<file path="src/rtl/inst_fetch_pkg.sv">
// Shared definitions for the instruction-fetch stage: FSM encoding, stall
// vector bit positions, the NOP/bubble word and the fetched-word record.
package inst_fetch_pkg;

    typedef enum logic [1:0] {
        S_IDLE = 2'd0,   // PC stage disabled, nothing in flight
        S_REQ  = 2'd1,   // request outstanding on the instruction bus
        S_HOLD = 2'd2    // response captured, ID not accepting yet
    } fetch_state_e;

    localparam int STOP_IF = 1;
    localparam int STOP_ID = 2;

    localparam logic [31:0] NOP = 32'h0000_0000;

    typedef struct packed {
        logic [31:0] pc;
        logic [31:0] inst;
    } fetch_word_t;

    // Instruction memory is word addressed; drop the byte offset.
    function automatic logic [31:0] word_addr(input logic [31:0] a);
        return {a[31:2], 2'b00};
    endfunction

endpackage

</file>
<file path="src/rtl/inst_fetch_if.sv">
// Instruction-memory request/response bus between the fetch stage (master)
// and instruction memory (slave).
interface inst_fetch_if;
    logic        inst_req;
    logic [31:0] inst_addr;
    logic [31:0] inst_rdata;
    logic        inst_ready;

    modport master (output inst_req, inst_addr, input inst_rdata, inst_ready);
    modport slave  (input inst_req, inst_addr, output inst_rdata, inst_ready);
endinterface

</file>
<file path="src/rtl/inst_fetch_if_id_reg.sv">
// IF/ID pipeline register: loads a fetched word, inserts bubbles, or holds
// its contents depending on the IF/ID stall bits.
module if_id_reg
    import inst_fetch_pkg::*;
(
    input  logic        clk,
    input  logic        rst,
    input  logic        stall_if,
    input  logic        stall_id,
    input  logic        in_valid,
    input  fetch_word_t in_word,
    output logic [31:0] id_pc,
    output logic [31:0] id_inst,
    output logic        id_valid
);

    // IF stalled alone -> bubble; both stalled -> hold; otherwise load or bubble.
    always_ff @(posedge clk) begin
        if (rst) begin
            id_pc    <= '0;
            id_inst  <= NOP;
            id_valid <= 1'b0;
        end else if (stall_if) begin
            if (!stall_id) begin
                id_inst  <= NOP;
                id_valid <= 1'b0;
            end
        end else if (in_valid) begin
            id_pc    <= in_word.pc;
            id_inst  <= in_word.inst;
            id_valid <= 1'b1;
        end else begin
            id_inst  <= NOP;
            id_valid <= 1'b0;
        end
    end

endmodule

</file>
<file path="src/rtl/inst_fetch.sv">
// Instruction fetch stage: issues word fetches for the PC, buffers a response
// while ID is stalled, and feeds the IF/ID register.
// Build option: DELAY_SLOT_EN -- when defined, the instruction in flight or
// buffered at a jump is the delay slot and is delivered; otherwise it is
// squashed and reaches ID as a bubble.
module inst_fetch
    import inst_fetch_pkg::*;
(
    input  logic               clk,
    input  logic               rst,
    input  logic [31:0]        pc,
    input  logic               ce,
    input  logic               jump_en,
    input  logic [5:0]         stop,
    inst_fetch_if.master       imem,
    output logic [31:0]        id_pc,
    output logic [31:0]        id_inst,
    output logic               id_valid,
    output logic               stallreq_if
);

    fetch_state_e state;
    fetch_word_t  buf_q;
    fetch_word_t  in_word;
    logic         buf_valid;
    logic         stop_if;
    logic         rsp;
    logic         avail;
    logic         consumed;
    logic         kill;

    assign stop_if = stop[STOP_IF];

    // A response only counts while our own request is live and ce is still up;
    // anything else is a stale reply to a dropped request.
    assign rsp      = (state == S_REQ) && imem.inst_ready && ce;
    assign avail    = rsp || ((state == S_HOLD) && buf_valid);
    assign consumed = avail && !stop_if;
    assign in_word  = rsp ? '{pc: pc, inst: imem.inst_rdata} : buf_q;

    // The PC stage is frozen by stallreq_if while a request waits, so the
    // address tracks pc directly and stays stable for the whole request.
    assign imem.inst_addr = (state == S_REQ) ? word_addr(pc) : '0;
    assign stallreq_if    = (state == S_REQ) && !imem.inst_ready;

`ifdef DELAY_SLOT_EN
    logic unused_jump;
    assign unused_jump = jump_en;
    assign kill        = 1'b0;
`else
    logic squash_q;

    // The word in flight or buffered when the jump resolves is the wrong-path
    // successor; it stays marked until it has been handed to ID as a bubble.
    always_ff @(posedge clk) begin
        if (rst) begin
            squash_q <= 1'b0;
        end else if (!ce || consumed) begin
            squash_q <= 1'b0;
        end else if (jump_en && (state != S_IDLE)) begin
            squash_q <= 1'b1;
        end
    end

    // A jump in the same cycle as the response squashes that response too.
    assign kill = squash_q || jump_en;
`endif

    logic unused_stop;
    assign unused_stop = ^{stop[5:3], stop[0]};

    // Fetch FSM; inst_req is registered alongside the state.
    always_ff @(posedge clk) begin
        if (rst) begin
            state         <= S_IDLE;
            imem.inst_req <= 1'b0;
        end else if (!ce) begin
            state         <= S_IDLE;
            imem.inst_req <= 1'b0;
        end else begin
            case (state)
                S_IDLE: begin
                    state         <= S_REQ;
                    imem.inst_req <= 1'b1;
                end
                S_REQ: begin
                    if (rsp && stop_if) begin
                        state         <= S_HOLD;
                        imem.inst_req <= 1'b0;
                    end
                end
                S_HOLD: begin
                    if (!stop_if) begin
                        state         <= S_REQ;
                        imem.inst_req <= 1'b1;
                    end
                end
                default: begin
                    state         <= S_IDLE;
                    imem.inst_req <= 1'b0;
                end
            endcase
        end
    end

    // Response buffer: captures a reply that ID cannot take this cycle.
    always_ff @(posedge clk) begin
        if (rst) begin
            buf_valid <= 1'b0;
            buf_q     <= '0;
        end else if (!ce || consumed) begin
            buf_valid <= 1'b0;
        end else if (rsp && stop_if) begin
            buf_valid <= 1'b1;
            buf_q     <= in_word;
        end
    end

    if_id_reg u_if_id_reg (
        .clk      (clk),
        .rst      (rst),
        .stall_if (stop_if),
        .stall_id (stop[STOP_ID]),
        .in_valid (avail && !kill),
        .in_word  (in_word),
        .id_pc    (id_pc),
        .id_inst  (id_inst),
        .id_valid (id_valid)
    );

endmodule

</file>
<file path="src/flat_wrapper.sv">
// flat-port wrapper written by rule: the top's interface ports become plain ports
module inst_fetch_flat import inst_fetch_pkg::*;
  (clk, rst, pc, ce, jump_en, stop, id_pc, id_inst, id_valid, stallreq_if, imem_inst_req, imem_inst_addr, imem_inst_rdata, imem_inst_ready);
  inst_fetch_if imem_i ();
  input  logic clk;
  input  logic rst;
  input  logic [31:0] pc;
  input  logic ce;
  input  logic jump_en;
  input  logic [5:0] stop;
  output logic [31:0] id_pc;
  output logic [31:0] id_inst;
  output logic id_valid;
  output logic stallreq_if;
  output wire logic [$bits(imem_i.inst_req)-1:0] imem_inst_req;
  output wire logic [$bits(imem_i.inst_addr)-1:0] imem_inst_addr;
  input wire logic [$bits(imem_i.inst_rdata)-1:0] imem_inst_rdata;
  input wire logic [$bits(imem_i.inst_ready)-1:0] imem_inst_ready;
  assign imem_inst_req = imem_i.inst_req;
  assign imem_inst_addr = imem_i.inst_addr;
  assign imem_i.inst_rdata = imem_inst_rdata;
  assign imem_i.inst_ready = imem_inst_ready;
  inst_fetch u_core (.clk(clk), .rst(rst), .pc(pc), .ce(ce), .jump_en(jump_en), .stop(stop), .imem(imem_i), .id_pc(id_pc), .id_inst(id_inst), .id_valid(id_valid), .stallreq_if(stallreq_if));
endmodule
</file>
<file path="config.mk">
export PLATFORM = sky130hd
export DESIGN_NAME = inst_fetch_flat
export DESIGN_NICKNAME = d
export VERILOG_FILES = /design/src/rtl/inst_fetch_pkg.sv /design/src/rtl/inst_fetch_if.sv /design/src/rtl/inst_fetch_if_id_reg.sv /design/src/rtl/inst_fetch.sv /design/src/flat_wrapper.sv
export SDC_FILE = /design/constraint.sdc
export NUM_CORES = 1
export LEC_CHECK = 0
export ABC_AREA = 1
export BUFFER_PORTS_ARGS = -buffer_cell sky130_fd_sc_hd__buf_2
export CAP_MARGIN = 40
export CORE_ASPECT_RATIO = 0.6
export CORE_MARGIN = 4
export CORE_UTILIZATION = 56
export DETAILED_ROUTE_END_ITERATION = 8
export PLACE_DENSITY = 0.85
export SLEW_MARGIN = 10
export SYNTH_ARGS = -nofsm -noshare
export SYNTH_HDL_FRONTEND = slang
export SYNTH_SLANG_ARGS = --single-unit
</file>
<file path="constraint.sdc">
create_clock -name clk -period 2.3 [get_ports clk]
set_input_delay 0 -clock clk [delete_from_list [all_inputs] [get_ports clk]]
set_output_delay 0 -clock clk [all_outputs]
set_load 0.01 [all_outputs]
</file>
# Yosys cells after proc, flatten, opt, wreduce, memory -nomap -nowiden
# Index checks and enable logic that the tools add are counted.
# W data, S select, Z words.
[totals]
latchBits = 0
mem_bits_rw = 0
word_cells = 53
out_inout_bits = 99
mem_bits_ro = 0
inputBits = 75
memories = 0
regBits = 134
[op_classes]
reduce_logical = 22
magnitude_cmp = 0
shifts = 0
div_mod_pow = 0
mul = 0
eq_ne = 5
muxes = 14
addsub = 0
bitwise = 3
[ops]
columns = ["cell", "count"]
rows = [
  ["$mux W32", 4],
  ["$mux W64", 1],
  ["$logic_and A1 B1 Y1", 8],
  ["$ne A2 B2 Y1 const B", 3],
  ["$pmux W2 S3", 1],
  ["$reduce_and A2 Y1", 3],
  ["$mux W1", 5],
  ["$logic_not A1 Y1", 4],
  ["$mux W2", 2],
  ["$reduce_or A2 Y1", 2],
  ["$logic_or A1 B1 Y1", 3],
  ["$not A1 Y1", 3],
  ["$pmux W1 S3", 1],
  ["$eq A2 B1 Y1 const B", 1],
  ["$eq A2 B2 Y1 const B", 1],
  ["$logic_not A2 Y1", 1],
  ["$reduce_bool A2 Y1", 1],
]

# Depth between registers and ports, before layout
[depth]
word_depth = 8
depth_mapped = 9
mapped_depth_nobuf = 8

# Cells and area by module
# A second synthesis with hierarchy kept.
[hier_totals]
hier_cells = 979
hier_area_um2 = 6830.3
[by_module_without_submodules]
columns = ["module", "cells_per_inst", "seq_area_each_um2", "instances", "area_each_um2"]
rows = [
  ["inst_fetch", 619, 1381.3, 1, 3768.6],
  ["if_id_reg", 360, 1301.2, 1, 3061.7],
]

# Worst setup path after synthesis
# OpenSTA, ideal clock, no wires.
[synth_path]
path_type = "register -> register"
from = "register u_core.state[0]"
to = "register u_core.u_if_id_reg.id_pc[10]"
path_stages_with_launch = 9
n_path_buf = 1
synth_period_minus_slack_ps = 1273
required_ps = 2187
setup_ps = 113
arrival_time_ps = 1160
slack_ps = 1027
path_cell_list = "dfxtp_1 inv_1 nor2_2 nand2_2 nand2_1 nand3_2 clkbuf_1 nor2_1 nor2_1"
[synth_via]
elab_chain_len = 6
word_cells_on_any_way = 9
classes_between = "2 x eq/ne; 1 x mux; 6 x reduce/logical"
[synth_rtl]
columns = ["element", "line_no", "source"]
rows = [
  ["start: declaration", "inst_fetch.sv:22", "fetch_state_e state;"],
  ["start signal: assignment", "inst_fetch.sv:75", "state <= S_IDLE;"],
  ["start signal: assignment", "inst_fetch.sv:78", "state <= S_IDLE;"],
  ["start signal: assignment", "inst_fetch.sv:83", "state <= S_REQ;"],
  ["$eq A2 B1 Y1", "inst_fetch.sv:36", "assign rsp = (state == S_REQ) && imem.inst_ready && ce;"],
  ["$logic_and A1 B1 Y1 (2 in series)", "inst_fetch.sv:36", ""],
  ["$logic_or A1 B1 Y1", "inst_fetch.sv:37", "assign avail = rsp || ((state == S_HOLD) && buf_valid);"],
  ["$logic_and A1 B1 Y1", "inst_fetch.sv:124", ".in_valid (avail && !kill),"],
  ["$reduce_and A2 Y1 (no source line)", "n/a", ""],
  ["end signal: assignment", "inst_fetch_if_id_reg.sv:29", "id_pc <= in_word.pc;"],
  ["end: declaration", "inst_fetch_if_id_reg.sv:12", "output logic [31:0] id_pc,"],
]
# Several ways; a longest one is shown, not always the timed one.
# A chain may end at the register's enable or synchronous reset.

# Worst setup path after layout
[layout_path]
from = "register u_core.state[0]"
to = "register u_core.u_if_id_reg.id_pc[11]"
# Same word-level chain as after synthesis.

==> out/metrics.csv <==
stage;metric;value;unit
placement;Post-DP HPWL;9517;um
clock_network;root buf cell;clkbuf_16;
clock_network;CTS tree;yes;
setup_path;Worst setup SP type;flip-flop;
placement;Placer Congestion;0.8481;
logic_synthesis;Post-synth EDFFs;0;
logic_synthesis;post-synth top area share;44.27;%
power;Peak supply drop;0.7030;mV
timing;final setup vio count;0;
clock_network;post_cts resized;0;
clock_network;total CTS buffers;17;
power;Net Switching;1203;uW
logic_synthesis;Seq/Total Area, Yosys;44.27;%
timing;Final min period;1.913;ns
logic_synthesis;most used standard cell by instance count after synthesis;nand2_1;
setup_path;Crit path top cell by count;nand2_1;
clock_network;clock tree buffer depth;2;
run;max_cap viols;0;
setup_path;CP Class;reg -> reg;
power;total power;5466;uW
power;Reg power frac;43.2;%
detailed_routing;initial drt markers;487;
setup_path;Max stage delay on crit path;0.36;ns
detailed_routing;Avg Vias per Cell;4.856;
timing;Final Skew;0.01040;ns
logic_synthesis;Post-synth top cells;244 x nand2_1, 164 x nor2_1, 148 x inv_1;
detailed_routing;routed len/inst;12.70;um
power;Leakage;0.004098;uW
die;Core ar.;10560;um^2
logic_synthesis;mapped cell area;6060;um^2
setup_path;Crit Path Max Fanout;58;
timing;fin crit share;83.19;%
global_routing;initial antenna violation count;0;
final_layout;share of cells above drive strength 1;18.49;%
placement;Placed Area;6942;um^2
detailed_routing;Antenna Nets Post-Route;0;
power;Gate power share;8.4;%
power;PD cells;668.7;nW/um^2
power;Clock power frac;48.4;%
global_routing;first-pass GRT wire length;26650;um
detailed_routing;TritonRoute pass-1 iters;5;
die;Die Ht;88.58;um
setup_path;cell depth of the worst flop-to-flop path;9;
logic_synthesis;Synth cell types;20;
die;I/O pin cnt;174;
clock_network;CTS sink cnt;134;
final_layout;area grow syn2layout;34.90;%
logic_synthesis;Yosys warning count;0;
logic_synthesis;syn_area_per_cell;6.392;um^2
logic_synthesis;Main synth FF type;dfxtp_1;
logic_synthesis;Post-Synthesis Cells;948;
setup_path;Slowest-stage cell, CP;dfxtp_1;
die;die width;142.3;um
timing;Setup Total Neg Slack;0;ns
hold_path;hold path depth;5;
global_routing;pin count of the biggest net entering global routing;59;
global_routing;vias in the first global route;5614;
logic_synthesis;top cells by area, synth;dfxtp_1 44%, nand2_1 15%, nor2_1 10%;
power;Pint;4263;uW
detailed_routing;final wirelength;16540;um
timing;fmax;522.6;MHz
timing;Max Slew Vio Count;0;
setup_path;arrival time at the worst endpoint;2.24;ns
timing;worst slew margin relative to its limit;62.32;%
die;row cnt;29;
die;initial core utilization;57.39;%
clock_network;H-tree depth;4;
logic_synthesis;Async SR Flop Fraction;0;%
hold_path;worst hold path class;in -> reg;
setup_path;CP required;2.63;ns
timing;RSZ-0062 raised after global routing;false;
power;switch share;22.00;%
final_layout;Core Util, Final;77.41;%
final_layout;Antenna Cells;0;
final_layout;Final Cell Area;8174;um^2
detailed_routing;DR vias;6323;
run_status;status;completed;
timing;final count of hold timing violations;0;
final_layout;# nets final;1229;
setup_path;Worst setup EP type;flip-flop;
die;Die Area;12600;um^2
global_routing;grt total ovfl;0;
placement;PortBufs;167;
clock_network;worst skew pair latency;0.41;ns
detailed_routing;DRC;0;
clock_network;CTS clk-pin slew, worst paths;0.06;ns
setup_path;critical path, cell by cell;inv_1, nor2_2, nand2_2, nand2_1, nand3_4, buf_12, nand2_1, nand2_1, nor2_1;
logic_synthesis;post-synth top area cell;dfxtp_1;
logic_synthesis;register bit count reported by yosys;134;
global_routing;total track usage;26.23;%
timing;Worst-Margin Slew;0.5651;ns
timing repair:
item / in CTS / in global routing
hold buffers: 66 / 0
hold endpoints to repair: 102 / 0
buffers inserted: 0 / 0
metal layers:
layer	routed length, um	share of wire (%)	track usage [%]
met5	0	0	0
met3	1282	7.8	7.397
met1	7325	44	34.38
met2	7776	47	43.52
met4	150	0.91	6.471
registers in the layout, summed over array words and instances, names as in the netlist:
signal / cells
u_core.buf_q: 64
u_core.buf_valid: 1
u_core.imem.inst_req: 1
u_core.squash_q: 1
u_core.state: 2
u_core.u_if_id_reg.id_inst: 32
u_core.u_if_id_reg.id_pc: 32
u_core.u_if_id_reg.id_valid: 1
final timing paths:
kind	startpoint	to	slack (ns)
worst min-delay path	imem_inst_rdata[28]	u_core.buf_q[28]$_SDFFE_PP0P_	0.02
worst max register to register	u_core.state[0]$_SDFFE_PP0P_	u_core.u_if_id_reg.id_pc[11]$_SDFFE_PP0P_	0.39
worst min register to register	u_core.buf_q[48]$_SDFFE_PP0P_	u_core.buf_q[48]$_SDFFE_PP0P_	0.44
worst max-delay path	u_core.state[0]$_SDFFE_PP0P_	u_core.u_if_id_reg.id_pc[11]$_SDFFE_PP0P_	0.39
power groups by stage:
stage | clock network (uW) | registers, uW | logic [uW]
floorplan | 0 | 2410 | 205
global placement | 0 | 2410 | 354
detailed placement | 0 | 2410 | 358
CTS | 2660 | 2360 | 446
global route | 2780 | 2360 | 510
finish | 2650 | 2360 | 459
cell usage in the layout (no fill, tap or decap), drive strengths merged:
cell,n
bufinv,2
conb,2
o21ai,81
nand2,247
clkbuf,24
nor2,166
a21oi,88
nand3,21
inv,151
buf,179
clkinv,2
dlygate4sd3,66
dfxtp,134
layout make-up:
type	instances	area, um^2
Multi-Input combinational cell	605	2555
Clock buffer	24	501.7
Inverter	151	566.8
Fill cell	793	2385
Sequential cell	134	2683
Timing Repair Buffer	245	1624
Tap cell	139	173.9
Clock inverter	4	70.07
kinds of logic (layout without fill, tap and decap cells):
family,after synthesis,after routing,synth area share (%)
flip-flops,134,134,44.27
other,1,2,0.06189
AND/OR/NAND/NOR,434,434,27.69
buffers and inverters,210,424,13.83
AO/OA/AOI/OAI,169,169,14.14
metrics by stage:
stage	setup WS [ns]	hold WS (ns)	instances
after floorplan	1.027	0.04753	949
after detailed placement	0.4382	0.2786	1208
after global placement	0.4772	0.2740	1208
after CTS	0.4115	0.003340	1302
final	0.3866	0.01746	1302
after global routing	0.2218	0.004809	1302
worst max-delay path: cells and delay by family, from the launching register on:
family        cells  cell delay (ns)
flops             1             0.36
buf+inv           2             0.40
simple gates      7             1.05
Power figures use the tool's default switching activity.
